File: src/rtl/seq_restoring_divider_pkg.sv
// Shared definitions for the sequential restoring divider: state encoding,
// default operand width and the iteration-counter width helper.
package seq_restoring_divider_pkg;

  localparam int DEF_WIDTH = 8;

  typedef enum logic [1:0] {
    ST_IDLE = 2'd0,
    ST_CALC = 2'd1,
    ST_DONE = 2'd2
  } state_e;

  // Counter must hold 0..width-1; never narrower than one bit.
  function automatic int cnt_width(input int width);
    return (width > 2) ? $clog2(width) : 1;
  endfunction

endpackage

File: src/rtl/seq_restoring_divider_if.sv
// Request/result bundle between a divider client (master) and the divider (slave).
interface seq_restoring_divider_if #(
  parameter int WIDTH = seq_restoring_divider_pkg::DEF_WIDTH
);
  import seq_restoring_divider_pkg::*;

  // start is a request sampled only while the divider is idle; while busy it is
  // ignored and never queued. done pulses for one cycle with results valid, and
  // quotient/remainder/div_by_zero hold until the next accepted start.
  logic             start;
  logic [WIDTH-1:0] dividend;
  logic [WIDTH-1:0] divisor;
  logic             busy;
  logic             done;
  logic [WIDTH-1:0] quotient;
  logic [WIDTH-1:0] remainder;
  logic             div_by_zero;
  state_e           dbg_state;

  modport master (
    output start, dividend, divisor,
    input  busy, done, quotient, remainder, div_by_zero, dbg_state
  );

  modport slave (
    input  start, dividend, divisor,
    output busy, done, quotient, remainder, div_by_zero, dbg_state
  );

endinterface

File: src/rtl/seq_restoring_divider_sub.sv
// Ripple-borrow subtractor: a - b as a + ~b + 1 through a chain of full adders.
module ripple_borrow_subtractor #(
  parameter int N = 9
) (
  input  logic [N-1:0] a_i,
  input  logic [N-1:0] b_i,
  output logic [N-1:0] diff_o,
  output logic         borrow_o
);

  logic [N:0] carry;

  assign carry[0] = 1'b1;

  for (genvar i = 0; i < N; i++) begin : g_fa
    logic b_n;
    assign b_n         = ~b_i[i];
    assign diff_o[i]   = a_i[i] ^ b_n ^ carry[i];
    assign carry[i+1]  = (a_i[i] & b_n) | (a_i[i] & carry[i]) | (b_n & carry[i]);
  end

  // No carry out of the top means the subtraction went negative.
  assign borrow_o = ~carry[N];

endmodule

File: src/rtl/seq_restoring_divider.sv
// Sequential unsigned restoring divider: one quotient bit per cycle, results
// registered and held; divide-by-zero short-circuits straight to DONE.
module seq_restoring_divider
  import seq_restoring_divider_pkg::*;
#(
  parameter int WIDTH = DEF_WIDTH
) (
  input  logic                   clk,
  input  logic                   rst_n,
  seq_restoring_divider_if.slave bus
);

  localparam int CW = cnt_width(WIDTH);

  state_e           state_q;
  logic [WIDTH:0]   r_q;
  logic [WIDTH-1:0] q_q;
  logic [WIDTH-1:0] d_q;
  logic [CW-1:0]    cnt_q;
  logic             busy_q;
  logic             done_q;
  logic             dbz_q;
  logic [WIDTH-1:0] quot_q;
  logic [WIDTH-1:0] rem_q;

  logic [WIDTH:0]   r_shift;
  logic [WIDTH:0]   trial;
  logic             borrow;
  logic [WIDTH:0]   r_d;
  logic [WIDTH-1:0] q_d;
  logic             last_iter;
  logic             unused_r_msb;

  // The partial remainder stays below the divisor, so its top bit is always
  // clear before the shift and only the low WIDTH bits feed the next step.
  assign r_shift      = {r_q[WIDTH-1:0], q_q[WIDTH-1]};
  assign unused_r_msb = r_q[WIDTH];

  ripple_borrow_subtractor #(
    .N (WIDTH + 1)
  ) u_sub (
    .a_i      (r_shift),
    .b_i      ({1'b0, d_q}),
    .diff_o   (trial),
    .borrow_o (borrow)
  );

  assign r_d       = borrow ? r_shift : trial;
  assign q_d       = {q_q[WIDTH-2:0], ~borrow};
  assign last_iter = (cnt_q == CW'(WIDTH - 1));

  always_ff @(posedge clk or negedge rst_n) begin
    if (!rst_n) begin
      state_q <= ST_IDLE;
      r_q     <= '0;
      q_q     <= '0;
      d_q     <= '0;
      cnt_q   <= '0;
      busy_q  <= 1'b0;
      done_q  <= 1'b0;
      dbz_q   <= 1'b0;
      quot_q  <= '0;
      rem_q   <= '0;
    end else begin
      case (state_q)
        ST_IDLE: begin
          done_q <= 1'b0;
          if (bus.start) begin
            q_q    <= bus.dividend;
            d_q    <= bus.divisor;
            r_q    <= '0;
            cnt_q  <= '0;
            busy_q <= 1'b1;
            if (bus.divisor == '0) begin
              state_q <= ST_DONE;
              done_q  <= 1'b1;
              dbz_q   <= 1'b1;
              quot_q  <= '1;
              rem_q   <= bus.dividend;
            end else begin
              state_q <= ST_CALC;
              dbz_q   <= 1'b0;
            end
          end
        end

        ST_CALC: begin
          r_q   <= r_d;
          q_q   <= q_d;
          cnt_q <= cnt_q + 1'b1;
          // Results are taken from the final iteration's next values so they
          // are already registered when done is raised.
          if (last_iter) begin
            state_q <= ST_DONE;
            done_q  <= 1'b1;
            quot_q  <= q_d;
            rem_q   <= r_d[WIDTH-1:0];
          end
        end

        ST_DONE: begin
          state_q <= ST_IDLE;
          done_q  <= 1'b0;
          busy_q  <= 1'b0;
        end

        default: begin
          state_q <= ST_IDLE;
          done_q  <= 1'b0;
          busy_q  <= 1'b0;
        end
      endcase
    end
  end

  assign bus.busy        = busy_q;
  assign bus.done        = done_q;
  assign bus.quotient    = quot_q;
  assign bus.remainder   = rem_q;
  assign bus.div_by_zero = dbz_q;
  assign bus.dbg_state   = state_q;

endmodule

File: src/flat_wrapper.sv
// flat-port wrapper written by rule: the top's interface ports become plain ports
module seq_restoring_divider_flat import seq_restoring_divider_pkg::*;
#(
  parameter int WIDTH = DEF_WIDTH
)
  (clk, rst_n, bus_start, bus_dividend, bus_divisor, bus_busy, bus_done, bus_quotient, bus_remainder, bus_div_by_zero, bus_dbg_state);
  seq_restoring_divider_if #(.WIDTH(WIDTH)) bus_i ();
  input  logic clk;
  input  logic rst_n;
  input wire logic [$bits(bus_i.start)-1:0] bus_start;
  input wire logic [$bits(bus_i.dividend)-1:0] bus_dividend;
  input wire logic [$bits(bus_i.divisor)-1:0] bus_divisor;
  output wire logic [$bits(bus_i.busy)-1:0] bus_busy;
  output wire logic [$bits(bus_i.done)-1:0] bus_done;
  output wire logic [$bits(bus_i.quotient)-1:0] bus_quotient;
  output wire logic [$bits(bus_i.remainder)-1:0] bus_remainder;
  output wire logic [$bits(bus_i.div_by_zero)-1:0] bus_div_by_zero;
  output wire logic [$bits(bus_i.dbg_state)-1:0] bus_dbg_state;
  assign bus_i.start = bus_start;
  assign bus_i.dividend = bus_dividend;
  assign bus_i.divisor = bus_divisor;
  assign bus_busy = bus_i.busy;
  assign bus_done = bus_i.done;
  assign bus_quotient = bus_i.quotient;
  assign bus_remainder = bus_i.remainder;
  assign bus_div_by_zero = bus_i.div_by_zero;
  assign bus_dbg_state = bus_i.dbg_state;
  seq_restoring_divider #(.WIDTH(WIDTH)) u_core (.clk(clk), .rst_n(rst_n), .bus(bus_i));
endmodule
File: config.mk
export PLATFORM = sky130hd
export DESIGN_NAME = seq_restoring_divider_flat
export DESIGN_NICKNAME = d
export VERILOG_FILES = /design/src/rtl/seq_restoring_divider_pkg.sv /design/src/rtl/seq_restoring_divider_if.sv /design/src/rtl/seq_restoring_divider_sub.sv /design/src/rtl/seq_restoring_divider.sv /design/src/flat_wrapper.sv
export SDC_FILE = /design/constraint.sdc
export NUM_CORES = 1
export LEC_CHECK = 0
export ABC_AREA = 1
export CAP_MARGIN = 20
export CORE_ASPECT_RATIO = 0.9
export CORE_MARGIN = 3
export CORE_UTILIZATION = 35
export CTS_BUF_LIST = sky130_fd_sc_hd__clkbuf_4
export DETAILED_ROUTE_END_ITERATION = 8
export SLEW_MARGIN = 20
export SYNTH_ARGS = -nofsm -noshare
export SYNTH_HDL_FRONTEND = slang
export SYNTH_SLANG_ARGS = --single-unit
File: constraint.sdc
create_clock -name clk -period 8.58 [get_ports clk]
set_input_delay 1.287 -clock clk [delete_from_list [all_inputs] [get_ports clk]]
set_output_delay 1.287 -clock clk [all_outputs]
set_load 0.01 [all_outputs]
Word-level counts from Yosys, hierarchy flattened
Index checks and enable logic that the tools add are counted.
Widths: inputs -> output; s select.
{"block": "totals", "out_inout_bits": 21, "wordCells": 115, "reg_bits": 48, "input_bits": 19}
{"block": "op_classes", "n_addsub": 1, "bitwise_logic": 66, "n_mux": 25, "eq_ne": 5, "reduce_logical": 8}
{"cell": "$mux 8", "n": 9}
{"cell": "$pmux 8 s2", "n": 4}
{"cell": "$and 1x1->1", "n": 23}
{"cell": "$or 1x1->1", "n": 18}
{"cell": "$xor 1x1->1", "n": 15}
{"cell": "$not 1->1", "n": 10}
{"cell": "$logic_not 8->1", "n": 1}
{"cell": "$reduce_and 2->1", "n": 4}
{"cell": "$mux 2", "n": 3}
{"cell": "$pmux 3 s2", "n": 1}
{"cell": "$mux 1", "n": 4}
{"cell": "$ne 2x1->1 const B", "n": 2}
{"cell": "$pmux 1 s2", "n": 2}
{"cell": "$pmux 2 s2", "n": 1}
{"cell": "$reduce_and 4->1", "n": 1}
{"cell": "$add 3x1->3 const B", "n": 1}
{"cell": "$eq 3x3->1 const B", "n": 1}
{"cell": "$mux 3", "n": 1}
{"cell": "$eq 2x1->1 const B", "n": 1}
{"cell": "$logic_not 2->1", "n": 1}
{"cell": "$ne 2x2->1 const B", "n": 1}
{"cell": "$reduce_bool 2->1", "n": 1}

Logic depth before layout (Yosys ltp)
Gate-level depths: netlist (run 1).
{"block": "depth", "depth_word": 31, "ltp_mapped": 16, "ltp_nobuf": 16}

Hierarchy
From an unflattened synthesis (run 1), not the netlist that was laid out.
{"block": "unflattened", "cells_unflattened": 296, "area_unflattened_um2": 2433.6}
{"module": "seq_restoring_divider", "seq_area_each_um2": 1201.2, "area_per_inst_um2": 2193.4, "n_inst": 1, "cells_each": 269}
{"module": "ripple_borrow_subtractor", "seq_area_each_um2": 0.0, "area_per_inst_um2": 240.2, "n_inst": 1, "cells_each": 27}

Worst setup path after synthesis (run 1)
No wires, ideal clock.
{"block": "synth_path", "path_kind": "reg-to-reg", "startpoint": "register u_core.d_q[0]", "endpoint": "register u_core.rem_q[7], in the netlist u_core.bus.remainder[7]", "required_ns": 8.464, "path_buffers": 0, "arrival_time_ns": 3.842, "setup_time_ns": 0.116, "path_stages_with_launch": 14, "setup_slack_ns": 4.622, "period_less_slack_ns": 3.958, "cell_sequence": "dfrtp_1 -> ha_1 -> fa_1 -> fa_1 -> fa_1 -> fa_1 -> fa_1 -> fa_1 -> inv_1 -> fa_1 -> nand3_1 -> nand3_1 -> nand3_1 -> nand2_2"}
{"block": "synth_between", "elab_chain_len": 31, "elab_cells_between_ends": 39, "cone_classes": "mux (3); bitwise (36)"}
{"element": "start: declaration", "line": "seq_restoring_divider.sv:18", "rtl": "logic [WIDTH-1:0] d_q;"}
{"element": "start signal: assignment", "line": "seq_restoring_divider.sv:70", "rtl": "d_q <= bus.divisor;"}
{"element": "$not 1->1 (*)", "line": "seq_restoring_divider_sub.sv:17", "rtl": "assign b_n = ~b_i[i];"}
{"element": "$and 1x1->1", "line": "seq_restoring_divider_sub.sv:19", "rtl": "assign carry[i+1] = (a_i[i] & b_n) | (a_i[i] & carry[i]) | (b_n & carry[i]);"}
{"element": "$or 1x1->1", "line": "seq_restoring_divider_sub.sv:19"}
{"element": "$or 1x1->1 (*)", "line": "seq_restoring_divider_sub.sv:19"}
{"element": "$and 1x1->1", "line": "seq_restoring_divider_sub.sv:19"}
{"element": "$or 1x1->1", "line": "seq_restoring_divider_sub.sv:19"}
{"element": "$or 1x1->1 (*)", "line": "seq_restoring_divider_sub.sv:19"}
{"element": "$and 1x1->1", "line": "seq_restoring_divider_sub.sv:19"}
{"element": "[... 13 more ...]"}
{"element": "$or 1x1->1 (*)", "line": "seq_restoring_divider_sub.sv:19"}
{"element": "$and 1x1->1", "line": "seq_restoring_divider_sub.sv:19"}
{"element": "$or 1x1->1 (2 in a row)", "line": "seq_restoring_divider_sub.sv:19"}
{"element": "$and 1x1->1", "line": "seq_restoring_divider_sub.sv:19"}
{"element": "$or 1x1->1 (2 in a row)", "line": "seq_restoring_divider_sub.sv:19"}
{"element": "$mux 8 (*)", "line": "seq_restoring_divider.sv:48", "rtl": "assign r_d = borrow ? r_shift : trial;"}
{"element": "$mux 8 (*)", "line": "seq_restoring_divider.sv:93", "rtl": "if (last_iter) begin"}
{"element": "$pmux 8 s2 (*)", "line": "seq_restoring_divider.sv:65", "rtl": "case (state_q)"}
{"element": "end signal: assignment", "line": "seq_restoring_divider.sv:79", "rtl": "rem_q <= bus.dividend;"}
{"element": "end signal: assignment", "line": "seq_restoring_divider.sv:97", "rtl": "rem_q <= r_d[WIDTH-1:0];"}
{"element": "end: declaration", "line": "seq_restoring_divider.sv:24", "rtl": "logic [WIDTH-1:0] rem_q;"}
Every way passes the cells marked *; elsewhere a longest branch is shown, timed or not. The select of a mux whose other input is x is not followed.
A chain may end at the register's enable or synchronous reset.

Worst setup path in the final report (run 1)
{"block": "layout_path", "startpoint": "register u_core.d_q[0]", "endpoint": "register u_core.rem_q[4], in the netlist u_core.bus.remainder[4]"}
{"block": "layout_between", "elab_chain_len": 31, "elab_cells_between_ends": 39, "cone_classes": "mux (3); bitwise (36)"}
{"element": "$not 1->1 (*)", "line": "seq_restoring_divider_sub.sv:17"}
{"element": "$and 1x1->1", "line": "seq_restoring_divider_sub.sv:19"}
{"element": "$or 1x1->1", "line": "seq_restoring_divider_sub.sv:19"}
{"element": "$or 1x1->1 (*)", "line": "seq_restoring_divider_sub.sv:19"}
{"element": "$and 1x1->1", "line": "seq_restoring_divider_sub.sv:19"}
{"element": "$or 1x1->1", "line": "seq_restoring_divider_sub.sv:19"}
{"element": "$or 1x1->1 (*)", "line": "seq_restoring_divider_sub.sv:19"}
{"element": "$and 1x1->1", "line": "seq_restoring_divider_sub.sv:19"}
{"element": "[... 12 more ...]"}
{"element": "$or 1x1->1 (2 in a row)", "line": "seq_restoring_divider_sub.sv:19"}
{"element": "$and 1x1->1", "line": "seq_restoring_divider_sub.sv:19"}
{"element": "$or 1x1->1 (2 in a row)", "line": "seq_restoring_divider_sub.sv:19"}
{"element": "$and 1x1->1", "line": "seq_restoring_divider_sub.sv:19"}
{"element": "$or 1x1->1 (2 in a row)", "line": "seq_restoring_divider_sub.sv:19"}
{"element": "$mux 8 (*)", "line": "seq_restoring_divider.sv:48"}
{"element": "$mux 8 (*)", "line": "seq_restoring_divider.sv:93"}
{"element": "$pmux 8 s2 (*)", "line": "seq_restoring_divider.sv:65"}
Marked as above.

==> impl_metrics.py, run 1 <==
metrics = {
    "routing": {
        "drt_iter0_drc": 103,
        "routedWlPerCell_um": 13.7,
        "ant_nets": 0,
        "drc": 0,
        "drt_wl_total_mm": 5.33,
        "routed_via_density": 4.72,
        "num_vias": 1839,
        "firstDrtPassIters": 4,
    },
    "power_and_ir_drop": {
        "power_mw": 1.19,
        "ir_drop_uv": 101,
        "leakage_nw": 1.38,
        "power_density_nw_per_um2": 409,
    },
    "synth": {
        "netlist.area_leader.share": 0.498,
        "yosysSeqAreaShare": 0.498,
        "synth_warnings": 0,
        "syn_area_per_cell_um2": 9.25,
        "synth_area_leaders": "dfrtp_1 (50%), nand2_1 (11%), nand3_1 (7.1%)",
        "synthesis.area_um2": 2410,
        "synth-seq-cells": 48,
        "yosysTopAreaCell": "dfrtp_1",
        "syn_inst": 261,
        "syn_nets": 290,
        "ys_types": 26,
    },
    "global_routing": {
        "antenna_found_initial": 0,
        "grt_pass1_vias": 1847,
        "grt_pass1_wl_mm": 9.09,
        "grtUsageTotal": 0.149,
        "overflow": 0,
        "grt_max_degree": 49,
    },
    "timing": {
        "clock_skew_ns": 0.0221,
        "finalSetupTns_ns": 0,
        "post-route-period-util": 0.493,
        "report.final.slew_viol_count": 0,
        "finalSetupViolations": 0,
        "hold_viol_final": 0,
        "max_freq_mhz": 236,
        "period_minus_slack_ns": 4.23,
        "max_slew_margin": 0.547,
        "rsz0062_at_grt": "no",
        "setup_ws_ns": 4.35,
        "tightest_slew_ns": 0.679,
    },
    "cts": {
        "cts-root-buf": "clkbuf_4",
        "clk_pin_slew_ns": 0.13,
        "htree_levels": 2,
        "cts_tree": "built",
        "clkSinkCount": 48,
        "hold_buffers": 0,
        "clock_path_buffers": 2,
        "cts_resized": 0,
        "clkLatencyLatePin_ns": 0.37,
        "cts_buffers": 5,
        "postCtsSetupBuffers": 0,
    },
    "setup_path": {
        "rrSetupSlack_ns": 4.35,
        "r2r_end": "u_core.bus.remainder[4]",
        "r2r_cells": 15,
        "critPathKind": "reg -> reg",
        "cp-end-kind": "register",
        "r2r_start": "u_core.d_q[0]",
        "arrival_ns": 4.54,
        "start_kind": "register",
        "path_max_fanout": 9,
        "crit_required_ns": 8.89,
    },
    "finish": {
        "final_cell_count_no_fill": 390,
        "final_common_cell": "nand2_1",
        "antenna_cells": 0,
        "syn2layout_area_growth_pct": 20.7,
        "nNetsFinal": 329,
        "final_cell_mix": "nand2_1 (70), dfrtp_1 (48), clkdlybuf4s50_1 (38), nand3_1 (34), inv_1 (20)",
        "drive_above_1_share": 0.117,
    },
    "hold_path": {
        "min_to": "u_core.bus.remainder[0]",
        "hold_class": "reg -> reg",
        "hold_depth": 2,
        "hp-start": "u_core.bus.remainder[0]",
    },
    "die": {
        "initial_core_util": 0.365,
        "dieArea_um2": 7930,
        "fp-row-count": 28,
        "dieWidth_um": 93.5,
        "pin_count": 40,
        "fp.coreArea_um2": 6620,
        "die_y_um": 84.8,
    },
    "placement": {
        "pre_cts_slack_ns": 4.37,
        "dp.cells": 383,
        "hpwl_mm": 3.88,
        "place_congestion": 0.885,
        "numPortBuffers": 39,
    },
    "flow_run": {
        "drv_cap": 0,
    },
    "run_status": {
        "status": "finished, final reports clean",
    },
}
cell type report:
type	count	area, um^2
clock buffer	6	45.0
clock inverter	1	5.00
fill	675	3710
inverter	24	92.6
multi-input combinational	181	1060
sequential	48	1200
tap	90	113
timing repair buffer	40	395
sequential cells by signal, summed over array words and instances, names as in the netlist:
register and count:
u_core.bus.quotient 8, u_core.bus.remainder 8, u_core.d_q 8, u_core.q_q 8, u_core.r_q 8, u_core.cnt_q 3, u_core.bus.dbg_state 2, u_core.bus.busy 1
u_core.bus.div_by_zero 1, u_core.bus.done 1
through the flow:
stage	hold WS, ns	area, um^2	utilization
after detailed placement	0.462	2860	0.432
after CTS	0.494	2910	0.440
after floorplan	0.455	2410	-
after global routing	0.512	2910	0.440
final	0.486	2910	0.440
after global placement	0.458	2860	0.432
layer usage:
metal	part of all wire	GRT usage
met1	0.48	0.211
met2	0.46	0.223
met3	0.051	0.0403
met4	0.011	0.0433
met5	0	0
cells by family (layout without fill, tap and decap cells):
kind of cell / Yosys count / in the layout / synth area share
simple gates: 141 / 141 / 0.289
flops: 48 / 48 / 0.498
buf+inv: 32 / 71 / 0.0627
compound gates: 30 / 30 / 0.0772
fa+ha+maj: 10 / 10 / 0.0736
worst max-delay path, stage by stage, from the launching register on:
cell and delay (ns):
dfrtp_1 0.41, ha_1 0.22, fa_1 0.45, fa_1 0.47, fa_1 0.46, fa_1 0.44, fa_1 0.39, fa_1 0.36
inv_1 0.07, fa_1 0.18, inv_1 0.04, nand2_1 0.24, nand3b_1 0.15, nand3_1 0.10, nand3_1 0.10, nand2_2 0.09
power by group:
part / internal (mW) / switching [mW] / total, mW / leakage, nW
Sequential: 0.336 / 0.0661 / 0.403 / 0.595
Combinational: 0.287 / 0.399 / 0.686 / 0.758
Clock: 0.0335 / 0.0687 / 0.102 / 0.0315
synth_stat cells, drive strengths merged:
cell type  instances
clkbuf             1
buf                7
a22oi              1
nand3b             7
dfrtp             48
nand3             34
nand2             88
o211ai             7
clkinv             1
ha                 3
fa                 7
o21ai             18
nor2              12
inv               23
a22o               2
o22ai              1
a21oi              1
worst max-delay path by stage:
stage                               to  depth (start not counted)          start
4_1_cts        u_core.bus.remainder[1]                         15  u_core.d_q[0]
3_5_place_dp   u_core.bus.remainder[7]                         15  u_core.d_q[0]
2_1_floorplan  u_core.bus.remainder[7]                         13  u_core.d_q[0]
5_1_grt        u_core.bus.remainder[1]                         16  u_core.q_q[7]
6_report       u_core.bus.remainder[4]                         15  u_core.d_q[0]
3_3_place_gp   u_core.bus.remainder[1]                         15  u_core.d_q[0]
Note: power is estimated with default switching activity, not from simulation.
==> inputs of run 2 (changes only) <==
==> constraint.sdc (replaced) <==
create_clock -name clk -period 3.95 [get_ports clk]
set_input_delay 0.5925 -clock clk [delete_from_list [all_inputs] [get_ports clk]]
set_output_delay 0.5925 -clock clk [all_outputs]
set_load 0.01 [all_outputs]
==> run 2 against run 1 <==
Compared with the run above: cell area grew 4.6%; cell count grew 3.1%; worst setup slack lost 4.2 ns; non-clock buffer count grew 11; sequential share of layout area shrank 1.8 points; wire length grew 8.1%; total power grew 130%; register-to-register slack lost 4.2 ns; critical path type unchanged; critical endpoint is now u_core.bus.remainder[3]; largest power group unchanged.
==> impl_metrics.py, run 2 (synthesized netlist as in run 1, its figures left out) <==
metrics = {
    "placement": {
        "hpwl_mm": 4.04,
        "dp.cells": 392,
        "place_congestion": 0.854,
        "numPortBuffers": 39,
        "pre_cts_slack_ns": -0.209,
    },
    "die": {
        "dieWidth_um": 93.5,
        "initial_core_util": 0.365,
        "pin_count": 40,
        "dieArea_um2": 7930,
        "fp-row-count": 28,
        "die_y_um": 84.8,
        "fp.coreArea_um2": 6620,
    },
    "timing": {
        "finalSetupViolations": 0,
        "period_minus_slack_ns": 3.79,
        "tightest_slew_ns": 0.693,
        "max_freq_mhz": 264,
        "hold_ws_ns": 0.233,
        "hold_viol_final": 0,
        "clock_skew_ns": 0.00577,
        "report.final.slew_viol_count": 0,
        "setup_ws_ns": 0.165,
        "max_slew_margin": 0.538,
        "post-route-period-util": 0.958,
    },
    "global_routing": {
        "grt_pass1_vias": 1898,
        "grt_pass1_wl_mm": 9.57,
        "overflow": 0,
        "grtUsageTotal": 0.155,
        "grt_max_degree": 49,
        "antenna_found_initial": 0,
    },
    "setup_path": {
        "critPathKind": "reg -> reg",
        "start_kind": "register",
        "cpMostUsedCell": "fa_2",
        "crit_required_ns": 4.26,
        "crit_buf_inv": 3,
        "path_max_fanout": 5,
        "crit_family": "adder cells",
        "cp-end-kind": "register",
        "crit_chain": "inv_1, ha_1, fa_2, fa_2, fa_2, fa_2, fa_2, fa_1, inv_1, fa_2, inv_2, nand2_4, nand3b_1, nand3_2, nand3_1, nand2_2",
        "arrival_ns": 4.10,
        "cp_slowest_cell": "fa_2",
        "slowest_delay_ns": 0.39,
    },
    "run_status": {
        "status": "finished, final reports clean",
    },
    "cts": {
        "htree_levels": 2,
        "clock_path_buffers": 2,
        "clkLatencyLatePin_ns": 0.36,
        "cts_tree": "built",
        "cts-root-buf": "clkbuf_4",
        "hold_buffers": 0,
        "cts_buffers": 5,
        "clk_pin_slew_ns": 0.13,
        "clkSinkCount": 48,
    },
    "routing": {
        "drt_wl_total_mm": 5.76,
        "ant_nets": 0,
        "drc": 0,
        "num_vias": 1909,
        "routed_via_density": 4.75,
        "drt_iter0_drc": 131,
        "firstDrtPassIters": 4,
        "routedWlPerCell_um": 14.3,
    },
    "finish": {
        "final_cell_count_no_fill": 402,
        "drive_above_1_share": 0.189,
        "fillerInstances": 655,
        "antenna_cells": 0,
        "final_cell_mix": "nand2_1 (69), dfrtp_1 (48), clkdlybuf4s50_1 (38), nand3_1 (29), inv_1 (19)",
        "seq_area_um2": 1200,
        "final_common_cell": "nand2_1",
        "multi_input_area_um2": 1120,
        "nNetsFinal": 341,
        "post-route-util": 0.460,
        "syn2layout_area_growth_pct": 26.2,
    },
    "power_and_ir_drop": {
        "leakage_nw": 1.44,
        "power_density_nw_per_um2": 918,
        "ir_drop_uv": 283,
        "power_mw": 2.80,
    },
    "hold_path": {
        "hold_class": "in -> async",
    },
    "flow_run": {
        "drv_cap": 0,
    },
}
==> run 2: power breakdown <==
group          total (mW)  switching, mW  internal, mW
Combinational        1.71          0.963         0.744
Clock               0.216          0.153        0.0625
Sequential          0.874          0.143         0.731
==> run 2: path summary, 6_finish.rpt <==
path                                                 to  depth (start not counted)                    from  slack (ns)
worst max register to register  u_core.bus.remainder[3]                         16           u_core.q_q[7]        0.17
max in group asynchronous                 u_core.r_q[4]                          1                   rst_n        3.32
min in group clk                 u_core.bus.quotient[2]                          2  u_core.bus.quotient[2]        0.49
worst min register to register   u_core.bus.quotient[2]                          2  u_core.bus.quotient[2]        0.49
worst min-delay path                      u_core.d_q[4]                          1                   rst_n        0.23
worst max-delay path            u_core.bus.remainder[3]                         16           u_core.q_q[7]        0.17
==> run 2: through the flow <==
step	setup TNS (ns)	instance area, um^2
global route	-0.00218	3050
global placement	-1.24	2930
CTS	0	3000
floorplan	0	2420
detailed placement	-2.18	2930
finish	0	3050
==> run 2: area by class of cell <==
cell class / instances / share of cell area
clock buffer: 5 / 0.0123
clock inverter: 2 / 0.00246
inverter: 24 / 0.0304
multi-input combinational: 182 / 0.367
sequential: 48 / 0.394
tap: 90 / 0.0370
timing repair buffer: 51 / 0.157
==> run 2: layer usage <==
layer / vias up / global-route usage / wire length, um
li1: 951 / - / -
met2: 46 / 0.231 / 2660
met4: 0 / 0.0472 / 60
met1: 905 / 0.229 / 2770
met5: - / 0 / 0
met3: 7 / 0.0287 / 275
==> run 2: repair_timing <==
action	CTS	global route
setup endpoints to repair	18	13
pin swaps	1	9
setup buffers	0	2
cloned	0	1
gates resized for setup	7	7
